`src/rtl/maxnet_input_loader.sv`:
```
// Streams a Maxnet frame (N activations then N*N weights) into flat buses, pulses start,
// waits for the datapath to converge (or time out) and holds the result until accepted.

module maxnet_word_reg #(
  parameter int DATA_W = 32
) (
  input  logic              clk,
  input  logic              rst,
  input  logic              we,
  input  logic [DATA_W-1:0] d,
  output logic [DATA_W-1:0] q
);
  always_ff @(posedge clk) begin
    if (!rst)    q <= '0;
    else if (we) q <= d;
  end
endmodule

module maxnet_input_loader #(
  parameter int DATA_W  = 32,
  parameter int N       = 4,
  parameter int SETTLE  = 2,
  parameter int TIMEOUT = 256
) (
  input  logic                  clk,
  input  logic                  rst,
  input  logic                  in_valid,
  input  logic [DATA_W-1:0]     in_data,
  output logic                  in_ready,
  output logic [N*DATA_W-1:0]   x_flat,
  output logic [N*N*DATA_W-1:0] w_flat,
  output logic                  start,
  output logic                  busy,
  input  logic                  is_finished,
  input  logic [DATA_W-1:0]     res,
  output logic                  result_valid,
  output logic [DATA_W-1:0]     result_data,
  output logic                  result_err,
  output logic [15:0]           result_cycles,
  input  logic                  result_ready
);
  localparam int FRAME = N + N*N;
  localparam int CW    = (FRAME > 1) ? $clog2(FRAME) : 1;

  typedef enum logic [1:0] {ST_LOAD, ST_START, ST_WAIT, ST_HOLD} state_t;

  typedef struct packed {
    logic [DATA_W-1:0] data;
    logic              err;
    logic [15:0]       cycles;
  } result_t;

  state_t      state, state_nxt;
  logic [CW-1:0] cnt, cnt_nxt;
  logic [15:0] wait_cnt, wait_cnt_nxt;
  result_t     rslt, rslt_nxt;
  logic        start_q;
  logic        xfer;

  logic [FRAME-1:0]             slot_we;
  logic [FRAME-1:0][DATA_W-1:0] image;

  assign in_ready = (state == ST_LOAD) & rst;
  assign xfer     = in_valid & in_ready;

  // One register per frame slot; word c of the frame lands in slot c.
  for (genvar i = 0; i < FRAME; i++) begin : g_slot
    assign slot_we[i] = xfer & (cnt == CW'(i));
    maxnet_word_reg #(.DATA_W(DATA_W)) u_slot (
      .clk (clk),
      .rst (rst),
      .we  (slot_we[i]),
      .d   (in_data),
      .q   (image[i])
    );
  end

  assign x_flat = image[N-1:0];
  assign w_flat = image[FRAME-1:N];

  always_comb begin
    state_nxt    = state;
    cnt_nxt      = cnt;
    wait_cnt_nxt = wait_cnt;
    rslt_nxt     = rslt;
    case (state)
      ST_LOAD: begin
        if (xfer) begin
          if (cnt == CW'(FRAME-1)) begin
            cnt_nxt   = '0;
            state_nxt = ST_START;
          end else begin
            cnt_nxt = cnt + CW'(1);
          end
        end
      end
      ST_START: begin
        wait_cnt_nxt = '0;
        state_nxt    = ST_WAIT;
      end
      ST_WAIT: begin
        // A finish seen on the last permitted cycle still counts as a success.
        if ((wait_cnt >= 16'(SETTLE)) && is_finished) begin
          rslt_nxt  = '{data: res, err: 1'b0, cycles: wait_cnt};
          state_nxt = ST_HOLD;
        end else if (wait_cnt == 16'(TIMEOUT-1)) begin
          rslt_nxt  = '{data: '0, err: 1'b1, cycles: 16'(TIMEOUT-1)};
          state_nxt = ST_HOLD;
        end else begin
          wait_cnt_nxt = wait_cnt + 16'd1;
        end
      end
      ST_HOLD: begin
        if (result_ready) state_nxt = ST_LOAD;
      end
      default: state_nxt = ST_LOAD;
    endcase
  end

  always_ff @(posedge clk) begin
    if (!rst) begin
      state    <= ST_LOAD;
      cnt      <= '0;
      wait_cnt <= '0;
      rslt     <= '0;
      start_q  <= 1'b0;
    end else begin
      state    <= state_nxt;
      cnt      <= cnt_nxt;
      wait_cnt <= wait_cnt_nxt;
      rslt     <= rslt_nxt;
      start_q  <= (state_nxt == ST_START);
    end
  end

  assign start         = start_q;
  assign busy          = (state == ST_START) || (state == ST_WAIT);
  assign result_valid  = (state == ST_HOLD);
  assign result_data   = rslt.data;
  assign result_err    = rslt.err;
  assign result_cycles = rslt.cycles;
endmodule
```
`config.mk`:
```
export PLATFORM = sky130hd
export DESIGN_NAME = maxnet_input_loader
export DESIGN_NICKNAME = d
export VERILOG_FILES = /design/src/rtl/maxnet_input_loader.sv
export SDC_FILE = /design/constraint.sdc
export NUM_CORES = 1
export LEC_CHECK = 0
export CORE_MARGIN = 3
export CORE_UTILIZATION = 30
export CTS_CLUSTER_DIAMETER = 150
export DETAILED_ROUTE_END_ITERATION = 7
export GPL_ROUTABILITY_DRIVEN = 0
export SYNTH_ARGS = -nofsm -noshare
export SYNTH_HDL_FRONTEND = slang
export SYNTH_SLANG_ARGS = --single-unit
```
`constraint.sdc`:
```
create_clock -name clk -period 3.7 [get_ports clk]
set_input_delay 1.11 -clock clk [delete_from_list [all_inputs] [get_ports clk]]
set_output_delay 1.11 -clock clk [all_outputs]
set_load 0.02 [all_outputs]
```
After elaboration in Yosys (flattened, before gate mapping)
Index checks and enable logic that the tools add are counted.
{"block": "word_totals", "regBits": 713, "latch_bits": 0, "ram_bits": 0, "romBits": 0, "output_inout_bits": 693, "elab_cells": 99, "memories": 0}
{"block": "classes", "addsub": 2, "n_mul": 0, "div": 0, "magnitude_cmp": 1, "eq_ne": 26, "n_shift": 0, "mux": 12, "bitwise": 22, "n_reduce_logical": 9}
{"operator": "$mux 49", "n": 2}
{"operator": "$eq 5x4->1 const B", "n": 8}
{"operator": "$mux 16", "n": 2}
{"operator": "$pmux 16 s2", "n": 1}
{"operator": "$and 1x1->1", "n": 22}
{"operator": "$eq 5x3->1 const B", "n": 4}
{"operator": "$eq 5x5->1 const B", "n": 4}
{"operator": "$add 16x1->16 const B", "n": 1}
{"operator": "$eq 16x8->1 const B", "n": 1}
{"operator": "$ge 16x2->1 const B", "n": 1}
{"operator": "$eq 5x2->1 const B", "n": 2}
{"operator": "$mux 2", "n": 5}
{"operator": "$pmux 2 s4", "n": 1}
{"operator": "$add 5x1->5 const B", "n": 1}
{"operator": "$eq 5x1->1 const B", "n": 1}
{"operator": "$logic_not 5->1", "n": 1}
{"operator": "$mux 5", "n": 1}
{"operator": "$eq 2x1->1 const B", "n": 2}
{"operator": "$eq 2x2->1 const B", "n": 2}
{"operator": "$ne 2x2->1 const B", "n": 2}
{"operator": "$reduce_and 2->1", "n": 2}
{"operator": "$reduce_bool 2->1", "n": 2}
{"operator": "$reduce_and 3->1", "n": 1}
{"operator": "$logic_not 2->1", "n": 1}
{"operator": "2 further kinds", "n": 2}

Logic depth before layout (Yosys ltp)
{"block": "logic_depth", "word_depth": 6, "depth_mapped": 9, "depth_no_buf": 6}

By module
From an unflattened synthesis, not the netlist that was laid out.
{"block": "unflattened", "hier_cells": 2486, "hier_area_um2": 28250.8}
{"module": "maxnet_word_reg", "instances": 20, "cells_each": 103, "area_each_um2": 1243.7, "seq_area_each_um2": 640.6}
{"module": "maxnet_input_loader", "instances": 1, "cells_each": 426, "area_each_um2": 3377.0, "seq_area_each_um2": 1461.4}

Least setup slack after synthesis
Ideal clock, no wire load.
{"block": "synth_path", "path_type": "input to output", "start": "input port rst", "end": "output port in_ready", "arrival_time_ns": 1.326, "required_ns": 2.590, "slack_ns": 1.264, "cell_stages": 1, "n_path_buf": 0, "path_cell_list": "and2_1"}
{"block": "synth_between", "elab_chain_cells": 1}
{"item": "from (decl)", "line": "26", "rtl": "input logic rst,"}
{"item": "$and 1x1->1", "line": "63", "rtl": "assign in_ready = (state == ST_LOAD) & rst;"}
{"item": "to (decl)", "line": "29", "rtl": "output logic in_ready,"}
Every way passes these cells.

Final worst setup path
Ends and elaborated chain as after synthesis.

==> reports/metrics.csv <==
stage;metric;value;unit
run_status;outcome;completed;
route;Routed WL;113000;um
route;via count;24900;
setup_path;CP Cell Sequence;clkdlybuf4s50_1, and2_1, clkdlybuf4s50_1;
layout;share of cells above drive strength 1;8.56;%
clock_tree;CTS sink cnt;713;
clock_tree;CTS Buf Count;81;
timing;Hold Fails Final Rpt;0;
global_routing;largest net degree at the start of global routing;114;
power_and_ir_drop;Clk pwr share;48.8;%
route;1st-pass router iterations;5;
clock_tree;Clock Root Buffer;clkbuf_16;
clock_tree;CTS max path bufs;3;
clock_tree;Hold Buf Count CTS;0;
clock_tree;H-Tree Level Count;3;
yosys;post-synthesis async set-or-reset flop share;0;%
placed_design;IO buf count;761;
clock_tree;CTS tree;built;
clock_tree;clock-pin slew on the worst setup and hold paths;0.06;ns
setup_path;CP top delay family;buffers and inverters;
power_and_ir_drop;switching power;4.08;mW
hold_path;worst hold-check path type;reg -> reg;
yosys;Post-Syn Area;25900;um^2
route;routed len/inst;22.2;um
die;IO Pins;762;
timing;WHS;0.451;ns
setup_path;Critical Path AT;2.30;ns
timing;RSZ-0062 raised after global routing;no;
power_and_ir_drop;power share of the combinational group;5.2;%
yosys;Synth cell types;50;
timing;final worst path period need;3.41;ns
layout;final net count;3970;
power_and_ir_drop;Pint;12.8;mW
route;Avg Vias per Cell;4.88;
timing;max-slew violations;0;
setup_path;crit-path max cell delay;0.60;ns
global_routing;Total GRT Usage;24.0;%
setup_path;crit path buf inv count;2;
timing;endpoints failing setup;0;
layout;filler instances;8474;
layout;FF+latch area;14300;um^2
layout;Final Util;43.7;%
yosys;net count after synthesis;3362;
flow_run;max-cap check violation count;0;
die;Row Count;107;
power_and_ir_drop;VDD IR max;0.361;mV
setup_path;Critical Path Most Common Cell;clkdlybuf4s50_1;
yosys;most common cell in the netlist;nand2_1;
yosys;Synth top area share;55.0;%
setup_path;CP required;2.59;ns
clock_tree;post_cts resized;0;
global_routing;initial antenna violation count;8;
power_and_ir_drop;Sw Ratio;24.2;%
yosys;top cells by area, synth;dfxtp_1 55%, nand2_1 19%, a21oi_1 13%, clkbuf_1 3.8%, nand3_2 1.5%;
placed_design;Final HPWL DP;73600;um
layout;area delta synth->final;43.9;%
yosys;post-synthesis register bit count;713;
die;die area;90000;um^2
yosys;top cells by count, synth;1,334 x nand2_1, 713 x dfxtp_1, 653 x a21oi_1;
power_and_ir_drop;P_leak;12.0;nW
route;Detail Route Antenna Nets;0;
global_routing;first-pass GRT wire length;161000;um
die;die extent in y;300;um
yosys;syn avg cell area;7.90;um^2
global_routing;GRT overflow;0;
die;Die X;300;um
power_and_ir_drop;Power Density;452;nW/um^2
timing;normalized max-slew margin;28.7;%
timing;Tcrit/Tclk final;92.2;%
setup_path;CP Capture Type;output port;
route;drc violations;0;
yosys;Syn. warnings;0;
setup_path;critical setup path kind;in -> out;
die;Initial Util;30.4;%
layout;multi-input gate area in the final layout;10400;um^2
power_and_ir_drop;Flop pwr share;46.0;%
timing;measured slew at the worst slew-check pin;1.07;ns
setup_path;Crit Path Max Fanout;2;
setup_path;startpoint type of the worst setup path;input pin;
route;initial DRC count;1983;
setup_path;Critical-path top delay cell;clkdlybuf4s50_1;
yosys;Gate Count Post-Synth;3281;
timing;Final TNS setup;0;ns
clock_tree;Setup Fix Bufs, Post-CTS;0;
timing;Worst Clk Skew;0.0360;ns
yosys;leading area contributor after synthesis;dfxtp_1;
yosys;sequential cell area fraction in the yosys report;55.0;%
global_routing;number of global-route vias before repair;22700;
yosys;Main synth FF type;dfxtp_1;
timing;FMAX;293;MHz
die;core box area;85400;um^2
yosys;number of synthesized flops with an enable pin;0;
clock_tree;clk_lat worst skew;0.64;ns
==> worst paths after layout <==
| kind | startpoint | end | slack (ns) | cells after the start |
|---|---|---|---|---|
| hold / removal | g_slot[15].u_slot.q[30]$_SDFFE_PN0P_ | g_slot[15].u_slot.q[30]$_SDFFE_PN0P_ | 0.45 | 2 |
| setup / recovery | rst | in_ready | 0.29 | 3 |
| hold reg to reg | g_slot[15].u_slot.q[30]$_SDFFE_PN0P_ | g_slot[15].u_slot.q[30]$_SDFFE_PN0P_ | 0.45 | 2 |
| setup reg to reg | cnt[3]$_SDFFE_PN0P_ | g_slot[11].u_slot.q[1]$_SDFFE_PN0P_ | 1.22 | 5 |
==> metrics by stage <==
| step | total power [mW] | std cells | setup slack [ns] | area, um^2 |
|---|---|---|---|---|
| floorplan | 8.32 | 3281 | 1.26 | 25900 |
| global placement | 8.80 | 4950 | 0.271 | 34600 |
| detailed placement | 8.80 | 4950 | 0.289 | 34600 |
| CTS | 17.0 | 5093 | 0.286 | 37300 |
| global route | 17.4 | 5093 | 0.247 | 37300 |
| finish | 16.9 | 5097 | 0.290 | 37300 |
==> area by class of cell <==
class	count	area share, %
sequential	713	38.2
timing repair buffer	841	22.7
multi-input combinational	2241	27.8
clock buffer	118	6.31
clock inverter	25	0.979
tap	1144	3.84
inverter	11	0.131
antenna	4	0.0268
==> routing by layer <==
layer	vias up	part of all wire, %	track usage, %
met4	0	2.7	7.44
met1	11800	42	31.4
met2	1074	46	38.5
li1	11800	-	-
met3	148	9.7	6.63
met5	-	0	0
==> state kept, by name, indices dropped and copies added, names as in the netlist <==
| name | flops |
|---|---|
| result_cycles | 16 |
| g_slot.u_slot.q | 640 |
| start | 1 |
| result_data | 32 |
| state | 2 |
| wait_cnt | 16 |
| result_err | 1 |
| cnt | 5 |
==> worst register-to-register path: cells and delay by family, from the launching register on <==
| family | cells | cell delay, ns |
|---|---|---|
| flip-flops | 1 | 0.64 |
| AO/OA/AOI/OAI | 1 | 0.17 |
| AND/OR/NAND/NOR | 3 | 1.23 |
| buffers and inverters | 1 | 0.37 |
==> kinds of logic (layout without fill, tap and decap cells) <==
family	count (synthesis)	after routing	share of synthesized area (%)
compound gates	719	719	14.8
xor+xnor	1	1	0.0338
fa+ha+maj	12	12	0.579
buf+inv	327	995	5.28
flops	713	713	55.0
mux	6	6	0.232
other cells	0	4	0
simple gates	1503	1503	24.0
==> power by group through the flow <==
stage / Clock, mW / Combinational (mW) / Sequential [mW]
2_1_floorplan: 0 / 0.359 / 7.97
3_3_place_gp: 0 / 0.885 / 7.92
3_5_place_dp: 0 / 0.885 / 7.92
4_1_cts: 8.38 / 0.886 / 7.75
5_1_grt: 8.68 / 0.929 / 7.75
6_report: 8.22 / 0.884 / 7.75
==> placed cells by master (no fill, tap or decap), types with 22 or more instances in the layout <==
master           netlist  routed
clkbuf_16              0      81
dfxtp_1              713     713
a21oi_2               40      40
nand3_2               40      49
buf_12                 4      30
clkdlybuf4s50_1        0     738
nand2_1             1334    1333
buf_2                 44      22
buf_4                  2      50
a21oi_1              653     653
Power figures use the tool's default switching activity.
